**src/rtl/keyvalue_initiator.sv**
```systemverilog
// keyvalue_initiator: turns PUT/GET commands into single classic Wishbone
// cycles towards a key/value store target. Each cycle ends with an ACK or
// a timeout. The result is held on a response port, and saturating
// ok/error counters are kept.
//
// Handshakes: a command transfers on a rising edge where cmd_valid and
// cmd_ready are both high. A response transfers on a rising edge where
// rsp_valid and rsp_ready are both high. Once rsp_valid is raised, it and
// the rsp_* fields stay stable until that transfer happens.
module keyvalue_initiator #(
  parameter int TIMEOUT = 255,
  parameter int STAT_W  = 16
) (
  input  logic              sys_clk,
  input  logic              sys_rst_1,
  input  logic              cmd_valid,
  output logic              cmd_ready,
  input  logic              cmd_op,
  input  logic [15:0]       cmd_key,
  input  logic [15:0]       cmd_value,
  output logic              rsp_valid,
  input  logic              rsp_ready,
  output logic [15:0]       rsp_data,
  output logic              rsp_dup,
  output logic              rsp_err,
  output logic              CYC_o,
  output logic              STB_o,
  output logic              WE_o,
  output logic              ADR_IS_KEY_o,
  output logic              DAT_IS_KEY_o,
  output logic [31:0]       ADR_o,
  output logic [31:0]       DAT_o,
  input  logic              ACK_i,
  input  logic [15:0]       DAT_i,
  input  logic              DUP_i,
  output logic [STAT_W-1:0] stat_ok,
  output logic [STAT_W-1:0] stat_err
);

  typedef enum logic [1:0] {IDLE, BUS, RSP} state_t;

  localparam logic [15:0]       TLAST = 16'(TIMEOUT - 1);
  localparam logic [STAT_W-1:0] SMAX  = '1;

  state_t      state;
  logic [15:0] tcnt;

  // Single FSM: every output is a register updated alongside the state.
  // cmd_ready resets low and rises on the first edge after reset is released.
  always_ff @(posedge sys_clk or negedge sys_rst_1) begin
    if (!sys_rst_1) begin
      state        <= IDLE;
      tcnt         <= '0;
      cmd_ready    <= 1'b0;
      rsp_valid    <= 1'b0;
      rsp_data     <= '0;
      rsp_dup      <= 1'b0;
      rsp_err      <= 1'b0;
      CYC_o        <= 1'b0;
      STB_o        <= 1'b0;
      WE_o         <= 1'b0;
      ADR_IS_KEY_o <= 1'b0;
      DAT_IS_KEY_o <= 1'b0;
      ADR_o        <= '0;
      DAT_o        <= '0;
      stat_ok      <= '0;
      stat_err     <= '0;
    end else begin
      case (state)
        IDLE: begin
          if (cmd_valid && cmd_ready) begin
            state        <= BUS;
            cmd_ready    <= 1'b0;
            tcnt         <= '0;
            CYC_o        <= 1'b1;
            STB_o        <= 1'b1;
            WE_o         <= cmd_op;
            ADR_IS_KEY_o <= 1'b1;
            DAT_IS_KEY_o <= 1'b0;
            ADR_o        <= {16'h0, cmd_key};
            DAT_o        <= {16'h0, cmd_value};
          end else begin
            cmd_ready <= 1'b1;
          end
        end
        BUS: begin
          // ACK wins even on the last allowed cycle.
          if (ACK_i || (tcnt == TLAST)) begin
            state        <= RSP;
            CYC_o        <= 1'b0;
            STB_o        <= 1'b0;
            ADR_IS_KEY_o <= 1'b0;
            rsp_valid    <= 1'b1;
            if (ACK_i) begin
              rsp_data <= DAT_i;
              rsp_dup  <= DUP_i;
              rsp_err  <= 1'b0;
              if (stat_ok != SMAX) stat_ok <= stat_ok + 1'b1;
            end else begin
              rsp_data <= '0;
              rsp_dup  <= 1'b0;
              rsp_err  <= 1'b1;
              if (stat_err != SMAX) stat_err <= stat_err + 1'b1;
            end
          end else begin
            tcnt <= tcnt + 16'd1;
          end
        end
        RSP: begin
          if (rsp_ready) begin
            state     <= IDLE;
            rsp_valid <= 1'b0;
            cmd_ready <= 1'b1;
          end
        end
        default: state <= IDLE;
      endcase
    end
  end

endmodule

```
**config.mk**
```make
export PLATFORM = sky130hd
export DESIGN_NAME = keyvalue_initiator
export DESIGN_NICKNAME = d
export VERILOG_FILES = /design/src/rtl/keyvalue_initiator.sv
export SDC_FILE = /design/constraint.sdc
export NUM_CORES = 1
export LEC_CHECK = 0
export ABC_AREA = 0
export CORE_MARGIN = 1
export CORE_UTILIZATION = 45
export DETAILED_ROUTE_END_ITERATION = 8
export PLACE_DENSITY = 0.9
export REMOVE_ABC_BUFFERS = 1
export SLEW_MARGIN = 20
export SYNTH_ARGS = -nofsm -noshare
export SYNTH_HDL_FRONTEND = slang
export SYNTH_SLANG_ARGS = --single-unit
export TNS_END_PERCENT = 30
```
**constraint.sdc**
```tcl
create_clock -name sys_clk -period 2.3 [get_ports sys_clk]
set_input_delay 0.46 -clock sys_clk [delete_from_list [all_inputs] [get_ports sys_clk]]
set_output_delay 0.46 -clock sys_clk [all_outputs]
set_load 0.01 [all_outputs]
```
==> impl_metrics.yaml <==
cts:
  htree_levels: 3
  cts_buffers: 9
  cts.sinks: 104
  cts_hold_buffers: 0
  clk_pin_slew_worst_paths_ns: 0.10
  clock_path_buffers: 2
  clock-root-buffer: "clkbuf_8"
  postCtsSetupBuffers: 0
  clock_latency_ns: 0.36
  cts_tree: "yes"
  cts_resized: 0
critical_path:
  cpPeakStageDelay_ns: 0.43
  crit_fanout: 10
  reg2reg_slack_ns: 0.12
  crit_slowest_cell: "dfrtp_1"
  critPathRequiredTime_ns: 2.56
  reg2reg_from: "stat_err[0]"
  end_kind: "register"
  crit_top_cell: "buf_4"
  startpoint: "stat_err[0]"
  r2r_cells: 7
  r2r_end: "stat_err[1]"
  critPathLaunchType: "register"
  setup.worst_path.class: "reg -> reg"
  cp.arrival_ns: 2.44
  crit_chain: "ha_1 -> and2_0 -> nor3b_1 -> buf_4 -> a2111oi_4 -> buf_4 -> mux2_4"
  crit_end: "stat_err[1]"
sta:
  relSlewSlack: 0.653
  report.final.slew_viol_count: 0
  skew_ns: 0.0149
  hold_ws_ns: 0.0542
  max_freq_mhz: 458
  tightest_slew_ns: 0.516
  hold_violations: 0
  setup_viol: 0
  rsz0062_at_grt: "false"
  min_period_over_period: 0.949
  setup_tns_ns: 0
  final.min_clock_period_ns: 2.18
die:
  fp.dieW_microns: 105
  dieArea_sq_mm: 0.0111
  coreArea_sq_mm: 0.0103
  initial_core_util: 0.466
  ios: 176
  die_height_microns: 105
  rows: 37
cells_and_area:
  finalNetCount: 679
  layout-drive-gt1-share: 0.0673
  area_growth_pct: 35.0
  antennaDiodeCount: 0
  layout.cells.non_filler: 760
route:
  drt_iter0_drc: 244
  drc: 0
  drt_first_pass_iters: 4
  avgRoutedWirePerCell_microns: 14.7
  vias: 3876
  wirelength_mm: 11.1
  postRouteAntennaNets: 0
  avgViaCountPerCell: 5.10
pwr:
  p_per_area_mw_per_mm2: 972
  power_frac_seq: 0.433
  switching_share: 0.349
  peakVddDrop_mv: 0.660
  p_int_w: 0.00411
  pwr-share-comb: 0.405
  pwr-share-clk: 0.162
  netSwitchingPower_w: 0.00221
  power.leakage_nw: 2.98
yosys:
  yosysUniqueCellTypes: 54
  yosys_warnings: 0
  syn-cell-area_sq_mm: 0.00481
  async_reset_ff_frac: 1.00
  synth_seq_area_share: 0.541
  ys.flop_type: "dfrtp_1"
  ys_ff_latch: 104
  syn_inst: 471
  synth.avg_cell_area_sq_um: 10.2
  synth_edf_count: 0
placement:
  gp_congestion: 0.847
  dp_hpwl_mm: 8.39
  dp_cells: 745
  port_buffers: 142
status:
  status: "complete, no violations"
global_routing:
  antenna_found_initial: 0
  grt_pass1_vias: 3924
  grt-ovfl-total: 0
  grt_pass1_wl_mm: 19.1
  grt_usage: 0.214
  grt_max_degree: 47
worst_hold_path:
  holdCritPathClass: "in -> async"
run:
  drv_cap: 0
## power groups by stage
stage | clock network, W | registers, W | logic, W
floorplan | 0 | 0.00293 | 0.000857
global placement | 0 | 0.00274 | 0.00249
detailed placement | 0 | 0.00275 | 0.00259
CTS | 0.00105 | 0.00274 | 0.00259
global route | 0.00114 | 0.00280 | 0.00281
finish | 0.00102 | 0.00274 | 0.00256
## routing by layer
layer	vias up	global-route usage	wire length, microns
li1	1842	-	-
met1	1893	0.264	4600
met2	133	0.373	5750
met3	8	0.0618	706
met4	0	0.0433	92
met5	-	0	0
## worst max-delay path: cells and delay by family, from the launching register on
kind | cells | cell delay, ns
and+or+nand+nor | 2 | 0.42
AOI/OAI and AO/OA | 1 | 0.28
buffers and inverters | 2 | 0.39
adders and majority gates | 1 | 0.25
DFF | 1 | 0.43
muxes | 1 | 0.31
## flip-flops by register name, indices dropped and copies added (netlist names)
name	flops
rsp_valid	1
rsp_data	16
ADR_o	16
rsp_err	1
rsp_dup	1
cmd_ready	1
DAT_o	16
WE_o	1
stat_err	16
state	2
stat_ok	16
tcnt	16
ADR_IS_KEY_o	1
## metrics by stage
step,utilization,setup WS (ns),power (W),area (sq um)
global route,0.629,0.0354,0.00675,6500
floorplan,-,0.200,0.00379,4610
CTS,0.629,0.110,0.00638,6500
global placement,0.613,0.156,0.00523,6330
detailed placement,0.613,0.0762,0.00534,6330
finish,0.629,0.117,0.00632,6500
## cell type report
cell class              count  area, sq um
fillers                   829         3820
flip-flops and latches    104         2600
multi-input cells         345         1990
repair buffers            156         1550
well taps                 136          170
clock buffers              10          128
clock inverters             5         41.3
inverters                   4         15.0
## placed cells by master (no fill, tap or decap), types with 4 or more instances in the layout
cell,instances
a21oi_1,5
a22o_1,17
a31oi_1,6
and3_1,8
and4_1,6
buf_4,13
clkbuf_8,9
clkdlybuf4s50_1,141
conb_1,33
dfrtp_1,104
ha_1,4
inv_1,4
nand2_1,114
nand2b_1,5
nand3_1,20
nand4_1,16
nor2_1,20
nor2b_1,4
nor3_1,5
nor4_1,4
o21ai_0,8
xnor2_1,18
xor2_1,14
## worst min-delay path by stage
stage | end | slack (ns) | cells after the start
2_1_floorplan | ADR_IS_KEY_o | 0.16 | 0
3_3_place_gp | DAT_o[13] | 0.46 | 1
3_5_place_dp | DAT_o[13] | 0.46 | 1
4_1_cts | stat_ok[5] | 0.07 | 1
5_1_grt | tcnt[2] | 0.08 | 1
6_report | tcnt[2] | 0.05 | 1
## cell usage after synthesis, types with 5 or more instances
| library cell | instances | share of area |
|---|---|---|
| nand2_1 | 114 | 0.089 |
| dfrtp_1 | 104 | 0.54 |
| buf_4 | 35 | 0.055 |
| nand3_1 | 20 | 0.021 |
| nor2_1 | 20 | 0.016 |
| xnor2_1 | 18 | 0.033 |
| a22o_1 | 17 | 0.031 |
| nand4_1 | 16 | 0.021 |
| xor2_1 | 14 | 0.025 |
| clkbuf_1 | 12 | 0.0094 |
| and3_1 | 8 | 0.010 |
| o21ai_0 | 8 | 0.0083 |
| a31oi_1 | 6 | 0.0078 |
| and4_1 | 6 | 0.011 |
| a21oi_1 | 5 | 0.0052 |
| nand2b_1 | 5 | 0.0065 |
| nor3_1 | 5 | 0.0052 |
## kinds of logic (layout without fill, tap and decap cells)
family,after synthesis,after routing,synth area share
fa+ha+maj,4,4,0.0104
compound gates,51,51,0.0827
flops,104,104,0.541
simple gates,222,222,0.229
other cells,1,33,0.000779
buf+inv,54,175,0.0699
mux,3,3,0.00780
xor+xnor,32,32,0.0582
Power figures use the tool's default switching activity.
==> variant: new RTL, same settings <==
The 3 states of `state_t` get a one-hot encoding in 3 bits.
--- a/src/rtl/keyvalue_initiator.sv
+++ b/src/rtl/keyvalue_initiator.sv
@@ -37,7 +37,7 @@
   output logic [STAT_W-1:0] stat_err
 );
 
-  typedef enum logic [1:0] {IDLE, BUS, RSP} state_t;
+  typedef enum logic [2:0] {IDLE = 3'b001, BUS = 3'b010, RSP = 3'b100} state_t;
 
   localparam logic [15:0]       TLAST = 16'(TIMEOUT - 1);
   localparam logic [STAT_W-1:0] SMAX  = '1;
Formal check against the unedited RTL: no difference found for any inputs over 10 cycles, from zero or initial values and one cycle with sys_rst_1 low; not proved beyond that.
==> variant against the original RTL <==
- setup slack improved by 0.0065 ns
- clock power increased by 4%
- area after synthesis increased by 0.47%
- design area increased by 1.9%
- sequential cell count up 1
- total power up 0.50%
- critical path depth shrank 1
- wire length increased by 2.4%
- critical endpoint is now tcnt[8]
- highest routed layer unchanged
==> variant: results (changes against the original RTL) <==
Finish
The final antenna diode count is 0 (unchanged). The proportion of layout cells with a drive suffix above 1 came to 0.1513 (was 0.06731). The count of fill cells added during filler insertion is 811 (was 829). The count of nets after finishing was 649 (was 679). The post-route non-filler standard cell count was 731 (was 760).

Setup path
The critical-path cell with the highest stage delay was or4_4 (was dfrtp_1). The endpoint of the lowest-slack register-to-register path is tcnt[8] (was stat_err[1]). The peak per-stage delay on the critical path is 0.57 ns (was 0.43 ns). The kind of cell adding the most delay to the critical path is simple AND/OR/NAND/NOR gates (was flip-flops). The arrival time of the worst setup path is 2.41 ns (was 2.44 ns).

The highest fanout seen on the critical path is 11 (was 10). The worst setup path startpoint is tcnt[8] (was stat_err[0]). The number of cells on the worst reg-to-reg path is 6 (was 7).

Global routing
The number of global-route vias before repair came to 3931 (was 3924). The combined global-route utilization of all metal layers is 0.2124 (was 0.2140). The routing usage on met2 is 0.3749 (was 0.3727). The maximum number of pins on one net before global-route repair came to 63 (was 47). The met1 usage is 0.2500 (was 0.2641). The global-route track usage on met3 is 0.05380 (was 0.06184).

The wire length of the first global-routing pass came to 18.86 mm (was 19.06 mm).

Logic synthesis
The per-instance average area after synthesis is 11.27 um^2 (was 10.22 um^2). The distinct cell type count of the synthesized netlist was 43 (was 54). The proportion of synthesized chip area in sequential cells came to 0.5437 (was 0.5408). Most instantiated cells after synthesis: 104 x dfrtp_1, 38 x mux2_2, 35 x buf_4 (was 114 x nand2_1, 104 x dfrtp_1, 35 x buf_4).

Leading post-synthesis cells by cell area: dfrtp_1 54%, mux2_2 8.9%, buf_4 5.4% (was dfrtp_1 54%, nand2_1 8.9%, buf_4 5.5%). The post-synthesis async set-or-reset flop share is 1.000 (unchanged).

Timing
The worst-case clock skew is 0.01948 ns (was 0.01486 ns). The post-route minimum period is 2.176 ns (was 2.183 ns). The actual transition at the worst max-transition pin is 0.7394 ns (was 0.5164 ns).

Routing
The wire length on met3 is 668 um (was 706 um). The sum of routed wire segments on met1 came to 4.576 mm (was 4.598 mm). The via-per-instance ratio was 5.222 (was 5.100). The detailed-router iteration count before antenna repair is 5 (was 4). The number of design-rule violations left by the first detailed-router iteration came to 227 (was 244). The post-detailed-route wirelength per cell is 15.61 um (was 14.67 um).

The amount of wire on met2 after detailed routing is 5.979 mm (was 5.751 mm).

Place
The weighted congestion at the end of routability-driven global placement is 0.8289 (was 0.8472). The half-perimeter wire length after detailed placement was 8.621 mm (was 8.385 mm). The area after detailed placement is 6422 um^2 (was 6330 um^2).

The cell count after placement was 713 (was 745). The minimum setup slack after placement was -0.05038 ns (was 0.07617 ns).

Power and ir drop
The sequential group share of total power is 0.429 (was 0.433). The cell-internal power is 4.318 mW (was 4.112 mW). The total leakage power is 2.906 nW (was 2.981 nW).

The clock group total power is 1.06 mW (was 1.02 mW). The peak supply drop is 0.0006174 V (was 0.0006603 V). The total design power is 6.349 mW (was 6.318 mW).

Outcome
Result of the run: finished clean (unchanged).

Clocking
The number of buffers inserted by hold repair at cts was 1 (was 0). The maximum root-to-sink buffer count was 2 (unchanged). The number of instances resized during post-cts repair is 1 (was 0).
-- variant: cell families after synthesis --
| kind of cell | Yosys count | share of synthesized area |
|---|---|---|
| and+or+nand+nor | 130 | 0.1434 |
| DFF | 105 | 0.5437 |
| AOI/OAI and AO/OA | 68 | 0.09420 |
| buffers and inverters | 57 | 0.07195 |
| muxes | 38 | 0.08851 |
| xor gates and xnor gates | 26 | 0.04710 |
| adders and majority gates | 4 | 0.01035 |
| other | 1 | 0.0007757 |
-- variant: cell type report --
type / count / area, um^2 / share of cell area
multi-input combinational: 299 / 1996 / 0.3015
timing repair buffer: 166 / 1614 / 0.2438
tap: 136 / 170.2 / 0.02570
clock buffer: 11 / 131.4 / 0.01985
sequential: 105 / 2630 / 0.3973
inverter: 9 / 33.78 / 0.005103
clock inverter: 5 / 45.04 / 0.006804
-- variant: worst reg2reg max path: cells and delay by family (launching register included) --
kind | cells | cell delay (ns)
flops | 1 | 0.39
simple gates | 2 | 0.85
compound gates | 2 | 0.61
buf+inv | 2 | 0.23
